[src/rtl/i2s_record_ctrl_pkg.sv]
// Shared types for the I2S recording controller: session FSM encoding and
// the bytes-per-sample helper used to size the serializer.
package i2s_pkg;

  typedef enum logic [2:0] {
    ST_IDLE,
    ST_WARMUP,
    ST_CAPTURE,
    ST_WRITE,
    ST_DONE
  } rec_state_t;

  function automatic int BYTES_PER_SAMPLE(input int data_w);
    return data_w / 8;
  endfunction

endpackage

[src/rtl/i2s_record_ctrl_if.sv]
// PCM sample strobe from the microphone front end and byte write port to
// the capture FIFO, bundled as one bus seen from the controller (master).
interface i2s_record_ctrl_if #(
  parameter int DATA_W = 16
);
  logic [DATA_W-1:0] pcm_in;
  logic              pcm_valid;
  logic              fifo_full;
  logic              fifo_wr_en;
  logic [7:0]        fifo_wr_data;

  modport master (
    input  pcm_in, pcm_valid, fifo_full,
    output fifo_wr_en, fifo_wr_data
  );

  modport slave (
    output pcm_in, pcm_valid, fifo_full,
    input  fifo_wr_en, fifo_wr_data
  );
endinterface

[src/rtl/i2s_record_ctrl_serializer.sv]
// MSB-first byte serializer: loads a PCM sample, presents its top byte and
// shifts one byte per accepted FIFO write; last flags the final byte.
module sample_serializer
  import i2s_pkg::*;
#(
  parameter int DATA_W = 16
) (
  input  logic              clk,
  input  logic              rst_n,
  input  logic              load,
  input  logic              advance,
  input  logic [DATA_W-1:0] din,
  output logic [7:0]        byte_out,
  output logic              last
);
  localparam int NB    = BYTES_PER_SAMPLE(DATA_W);
  localparam int IDX_W = (NB > 1) ? $clog2(NB) : 1;
  localparam logic [IDX_W-1:0] IDX_LAST = IDX_W'(NB - 1);

  logic [DATA_W-1:0] shreg;
  logic [IDX_W-1:0]  idx;

  always_ff @(posedge clk) begin
    if (!rst_n) begin
      shreg <= '0;
      idx   <= '0;
    end else if (load) begin
      shreg <= din;
      idx   <= '0;
    end else if (advance) begin
      shreg <= shreg << 8;
      idx   <= idx + 1'b1;
    end
  end

  assign byte_out = shreg[DATA_W-1 -: 8];
  assign last     = (idx == IDX_LAST);

endmodule

[src/rtl/i2s_record_ctrl.sv]
// Recording-session controller: warm-up discard, per-sample serialization
// into the byte FIFO, sample counting, stop handling and overflow flagging.
module i2s_record_ctrl
  import i2s_pkg::*;
#(
  parameter int DATA_W         = 16,
  parameter int COUNT_W        = 24,
  parameter int WARMUP_SAMPLES = 4096
) (
  input  logic               clk,
  input  logic               rst_n,
  input  logic               start,
  input  logic               stop,
  input  logic [COUNT_W-1:0] sample_count,
  i2s_record_ctrl_if.master  bus,
  output logic               busy,
  output logic               done,
  output logic               overflow,
  output logic [COUNT_W-1:0] captured
);
  localparam int WU_W = (WARMUP_SAMPLES > 1) ? $clog2(WARMUP_SAMPLES) : 1;
  localparam logic [WU_W-1:0] WU_LAST = WU_W'((WARMUP_SAMPLES > 0) ? WARMUP_SAMPLES - 1 : 0);

  rec_state_t         state, state_d;
  logic [COUNT_W-1:0] target;
  logic [WU_W-1:0]    wu_cnt;
  logic               stop_pending;
  logic               ser_load;
  logic               ser_last;
  logic               byte_acc;
  logic               last_acc;
  logic               end_hit;

  function automatic logic [COUNT_W-1:0] sat_inc(input logic [COUNT_W-1:0] v);
    return (&v) ? v : v + 1'b1;
  endfunction

  sample_serializer #(.DATA_W(DATA_W)) u_ser (
    .clk      (clk),
    .rst_n    (rst_n),
    .load     (ser_load),
    .advance  (byte_acc),
    .din      (bus.pcm_in),
    .byte_out (bus.fifo_wr_data),
    .last     (ser_last)
  );

  assign byte_acc       = (state == ST_WRITE) && !bus.fifo_full;
  assign last_acc       = byte_acc && ser_last;
  assign bus.fifo_wr_en = byte_acc;
  assign end_hit        = (target != '0) && (captured + 1'b1 == target);

  always_comb begin
    state_d  = state;
    ser_load = 1'b0;
    case (state)
      ST_IDLE: begin
        if (start) state_d = (WARMUP_SAMPLES == 0) ? ST_CAPTURE : ST_WARMUP;
      end
      ST_WARMUP: begin
        if (stop)                                   state_d = ST_DONE;
        else if (bus.pcm_valid && wu_cnt == WU_LAST) state_d = ST_CAPTURE;
      end
      ST_CAPTURE: begin
        if (stop) begin
          state_d = ST_DONE;
        end else if (bus.pcm_valid) begin
          state_d  = ST_WRITE;
          ser_load = 1'b1;
        end
      end
      ST_WRITE: begin
        // A stop arriving on the final byte counts the same as a pending one.
        if (last_acc) state_d = (end_hit || stop_pending || stop) ? ST_DONE : ST_CAPTURE;
      end
      ST_DONE:  state_d = ST_IDLE;
      default:  state_d = ST_IDLE;
    endcase
  end

  always_ff @(posedge clk) begin
    if (!rst_n) begin
      state        <= ST_IDLE;
      target       <= '0;
      captured     <= '0;
      overflow     <= 1'b0;
      stop_pending <= 1'b0;
      wu_cnt       <= '0;
      busy         <= 1'b0;
      done         <= 1'b0;
    end else begin
      state <= state_d;
      busy  <= (state_d != ST_IDLE);
      done  <= (state_d == ST_DONE);
      if (state == ST_IDLE && start) begin
        target   <= sample_count;
        captured <= '0;
        overflow <= 1'b0;
        wu_cnt   <= '0;
      end
      if (state == ST_WARMUP && bus.pcm_valid) wu_cnt <= wu_cnt + 1'b1;
      if (last_acc) captured <= sat_inc(captured);
      if (state == ST_WRITE && bus.pcm_valid) overflow <= 1'b1;
      if (state == ST_WRITE && stop)      stop_pending <= 1'b1;
      else if (state == ST_DONE)          stop_pending <= 1'b0;
    end
  end

endmodule

[src/flat_wrapper.sv]
// flat-port wrapper written by rule: the top's interface ports become plain ports
module i2s_record_ctrl_flat import i2s_pkg::*;
#(
  parameter int DATA_W         = 16,
  parameter int COUNT_W        = 24,
  parameter int WARMUP_SAMPLES = 4096
)
  (clk, rst_n, start, stop, sample_count, busy, done, overflow, captured, bus_pcm_in, bus_pcm_valid, bus_fifo_full, bus_fifo_wr_en, bus_fifo_wr_data);
  i2s_record_ctrl_if #(.DATA_W(DATA_W)) bus_i ();
  input  logic clk;
  input  logic rst_n;
  input  logic start;
  input  logic stop;
  input  logic [COUNT_W-1:0] sample_count;
  output logic busy;
  output logic done;
  output logic overflow;
  output logic [COUNT_W-1:0] captured;
  input wire logic [$bits(bus_i.pcm_in)-1:0] bus_pcm_in;
  input wire logic [$bits(bus_i.pcm_valid)-1:0] bus_pcm_valid;
  input wire logic [$bits(bus_i.fifo_full)-1:0] bus_fifo_full;
  output wire logic [$bits(bus_i.fifo_wr_en)-1:0] bus_fifo_wr_en;
  output wire logic [$bits(bus_i.fifo_wr_data)-1:0] bus_fifo_wr_data;
  assign bus_i.pcm_in = bus_pcm_in;
  assign bus_i.pcm_valid = bus_pcm_valid;
  assign bus_i.fifo_full = bus_fifo_full;
  assign bus_fifo_wr_en = bus_i.fifo_wr_en;
  assign bus_fifo_wr_data = bus_i.fifo_wr_data;
  i2s_record_ctrl #(.DATA_W(DATA_W), .COUNT_W(COUNT_W), .WARMUP_SAMPLES(WARMUP_SAMPLES)) u_core (.clk(clk), .rst_n(rst_n), .start(start), .stop(stop), .sample_count(sample_count), .bus(bus_i), .busy(busy), .done(done), .overflow(overflow), .captured(captured));
endmodule
[config.mk]
export PLATFORM = sky130hd
export DESIGN_NAME = i2s_record_ctrl_flat
export DESIGN_NICKNAME = d
export VERILOG_FILES = /design/src/rtl/i2s_record_ctrl_pkg.sv /design/src/rtl/i2s_record_ctrl_if.sv /design/src/rtl/i2s_record_ctrl_serializer.sv /design/src/rtl/i2s_record_ctrl.sv /design/src/flat_wrapper.sv
export SDC_FILE = /design/constraint.sdc
export NUM_CORES = 1
export LEC_CHECK = 0
export CORE_UTILIZATION = 50
export CTS_CLUSTER_DIAMETER = 30
export DETAILED_ROUTE_END_ITERATION = 6
export GPL_ROUTABILITY_DRIVEN = 1
export GPL_TIMING_DRIVEN = 0
export PLACE_DENSITY = 0.76
export SETUP_SLACK_MARGIN = 0.2
export SKIP_LAST_GASP = 1
export SYNTH_ARGS = -nofsm -noshare
export SYNTH_HDL_FRONTEND = slang
export SYNTH_SLANG_ARGS = --single-unit
[constraint.sdc]
create_clock -name clk -period 4.8 [get_ports clk]
set_clock_uncertainty 0.05 [all_clocks]
set_input_delay 0.48 -clock clk [delete_from_list [all_inputs] [get_ports clk]]
set_output_delay 0.48 -clock clk [all_outputs]
set_load 0.005 [all_outputs]
==> run_results.csv <==
group,metric,value,unit
logic_synthesis,synth_area_leaders,"dfxtp_1 36%, nand2_1 6.8%, xnor2_1 5.6%",
worst_setup_path,cp-start-kind,"flip-flop",
power,total_leakage_power,2.05,nW
cts,cts_inserted_buffers,9,
flow_run,maxCapViolCount,0,
timing,fin_setup_tns,0,ns
cells_and_area,fillCellCount,824,
logic_synthesis,synth-main-ff-cell,"dfxtp_1",
die,num_rows,34,
logic_synthesis,syn_area,4660,sq um
cts,cts_buffer_depth,2,
global_routing,first_global_vias,4625,
detailed_routing,wl_met3,675,um
worst_setup_path,cp_num_buf_inv,1,
worst_setup_path,endpoint_kind,"flip-flop",
timing,hold_viol,0,
status,outcome,"finished, final reports clean",
power,total_power,0.00146,W
worst_setup_path,critPathTopFamily,"simple AND/OR/NAND/NOR gates",
detailed_routing,top_layer,"met4",
global_routing,grt_overflow,0,
global_routing,grt_max_degree,15,
die,fp.dieW,98.6,um
worst_setup_path,critPathRequiredTime,4.98,ns
die,die_height,98.6,um
timing,period_share,65.0,%
power,p_per_area,250,nW/um^2
logic_synthesis,ys_top_cells_by_count,"84 x dfxtp_1, 84 x nand2_1, 42 x nor2_1, 30 x a21boi_0, 30 x xnor2_1",
cts,cts_resized,0,
die,dieArea,9720,sq um
detailed_routing,routed_wl,13600,um
logic_synthesis,async_flop_share,0,%
detailed_routing,via_per_inst,5.85,
timing,drv_slew,0,
timing,rsz0062_at_grt,"no",
cts,clkTransAtPathRegs,0.09,ns
die,io_pins,82,
detailed_routing,route.met2.wl,6740,um
power,ir_drop,0.000145,V
logic_synthesis,synth_seq_cells,84,
detailed_routing,m1WireLength,5740,um
cts,cts_post_setup_buffers_inserted,0,
cts,cts_num_sinks,84,
logic_synthesis,synth_edf_count,0,
logic_synthesis,synthDistinctLibCells,61,
cts,tritoncts,"done",
die,start_util,52.5,%
cts,clockRootBuffer,"clkbuf_8",
global_routing,grt_first_pass_wirelength,22500,um
die,coreArea,8890,sq um
global_routing,antenna_found_initial,0,
timing,setup_viol,0,
cells_and_area,drive_gt1_share,7.31,%
placed_design,place_inst,762,
placed_design,gp_congestion,0.894,
cells_and_area,fin_cells,778,
detailed_routing,avgRoutedWirePerCell,17.5,um
placed_design,portBuffers,80,
global_routing,track_usage,29.3,%
cells_and_area,syn2layout_area_growth,24.9,%
logic_synthesis,avgSynthCellArea,8.13,sq um
worst_setup_path,cpMostUsedCell,"nand3_1",
logic_synthesis,ys_seq_area_share,36.1,%
logic_synthesis,postSynthCellCount,574,
timing,fin_hold_ws,0.444,ns
logic_synthesis,syn_nets,622,
cts,insertion_delay,0.36,ns
detailed_routing,ant_nets,0,
logic_synthesis,yosysTopAreaCellShare,36.1,%
cts,htree_levels,3,
worst_setup_path,cp.arrival,3.29,ns
cells_and_area,final_nets,713,
timing,worst_pin_slew,1.18,ns
worst_hold_path,hold_path.class,"reg2reg",
detailed_routing,drcViolationCount,0,
worst_setup_path,slowest_delay,0.63,ns
worst_setup_path,critPathKind,"reg2reg",
detailed_routing,initialDrtViolationCount,239,
worst_setup_path,cp_cell_sequence,"ha_1 -> buf_2 -> nand3_1 -> o21a_1 -> or4b_2 -> nand3_1 -> nand4_1 -> nor4_2 -> o22ai_1",
detailed_routing,dr.pass1.iters,5,
cts,cts_hold_buf,0,
timing,max_freq,321,MHz
logic_synthesis,synth_top_area_cell,"dfxtp_1",
worst_setup_path,crit_slowest_cell,"or4b_2",
detailed_routing,dr_total_vias,4553,
timing,finalCriticalPeriod,3.12,ns
placed_design,hpwlAfterDp,10000,um
cells_and_area,n_antenna_cell,0,
worst_setup_path,critPathMaxFanout,10,
timing,max_slew_margin,21.3,%
logic_synthesis,yosys_warnings,0,
## worst register-to-register path: cells and delay by family, from the launching register on
family                   cells  cell delay [ns]
adder cells (fa/ha/maj)      1             0.29
AND/OR/NAND/NOR              5             1.52
buffers and inverters        1             0.26
flip-flops                   1             0.50
AO/OA/AOI/OAI                2             0.38
## cells in the final DEF (no fill, tap or decap), drive strengths merged, types with 3 or more instances in the layout
cell,count
a211oi,9
a21boi,31
a21oi,26
a22oi,8
a31oi,4
and2,13
and3,10
and4,4
buf,21
clkbuf,39
clkdlybuf4s50,80
dfxtp,84
inv,8
mux2i,9
nand2,84
nand3,22
nand3b,5
nand4,15
nand4b,4
nor2,43
nor2b,4
nor3,8
nor4,15
o211ai,5
o21ai,22
o31a,5
o31ai,6
or3,8
or4,4
or4b,3
xnor2,30
xor2,14
## logic make-up after synthesis
family	Yosys count	synth area share [%]
xor gates and xnor gates	44	8.26
adders and majority gates	2	0.536
AOI/OAI and AO/OA	128	18.7
and+or+nand+nor	251	28.9
DFF	84	36.1
buffers and inverters	56	5.66
muxes	9	1.93
## layout make-up
type | instances | area (sq um) | share of cell area, %
Inverter | 7 | 26.3 | 0.451
Buffer | 49 | 238 | 4.08
Clock inverter | 5 | 82.6 | 1.42
Multi-Input combinational cell | 434 | 2720 | 46.7
Tap cell | 108 | 135 | 2.32
Timing Repair Buffer | 80 | 801 | 13.7
Clock buffer | 11 | 141 | 2.43
Sequential cell | 84 | 1680 | 28.9
## per-layer routing
metal,track usage [%],up-vias
met4,12.9,0
met5,0,-
li1,-,2219
met3,5.18,36
met1,35.4,2160
met2,50.9,138
## registers in the layout, indices dropped and copies added (netlist names), 3 cells and up
signal and flops:
u_core.captured 24, u_core.target 24, u_core.u_ser.shreg 16, u_core.wu_cnt 12, u_core.state 3
## power breakdown
group / switching (W) / internal, W
Sequential: 0.0000147 / 0.000711
Clock: 0.000264 / 0.000310
Combinational: 0.0000822 / 0.0000771
Total: 0.000360 / 0.00110
## per-stage QoR
| stage | cell area, sq um | setup slack [ns] | utilization (%) |
|---|---|---|---|
| floorplan | 4660 | 2.44 | - |
| global placement | 5600 | 1.81 | 63.0 |
| detailed placement | 5600 | 1.78 | 63.0 |
| CTS | 5820 | 1.77 | 65.5 |
| global route | 5820 | 1.63 | 65.5 |
| finish | 5820 | 1.68 | 65.5 |
## worst paths after layout
| check | from | to | slack [ns] | cells past startpoint |
|---|---|---|---|---|
| max | u_core.captured[1]$_SDFFE_PN0P_ | u_core.state[1]$_SDFF_PN0_ | 1.68 | 9 |
| min | u_core.target[15]$_SDFFE_PN0P_ | u_core.target[15]$_SDFFE_PN0P_ | 0.44 | 2 |
| max reg2reg | u_core.captured[1]$_SDFFE_PN0P_ | u_core.state[1]$_SDFF_PN0_ | 1.68 | 9 |
| min reg2reg | u_core.target[15]$_SDFFE_PN0P_ | u_core.target[15]$_SDFFE_PN0P_ | 0.44 | 2 |
No activity file was read; power rests on OpenSTA's default activity.
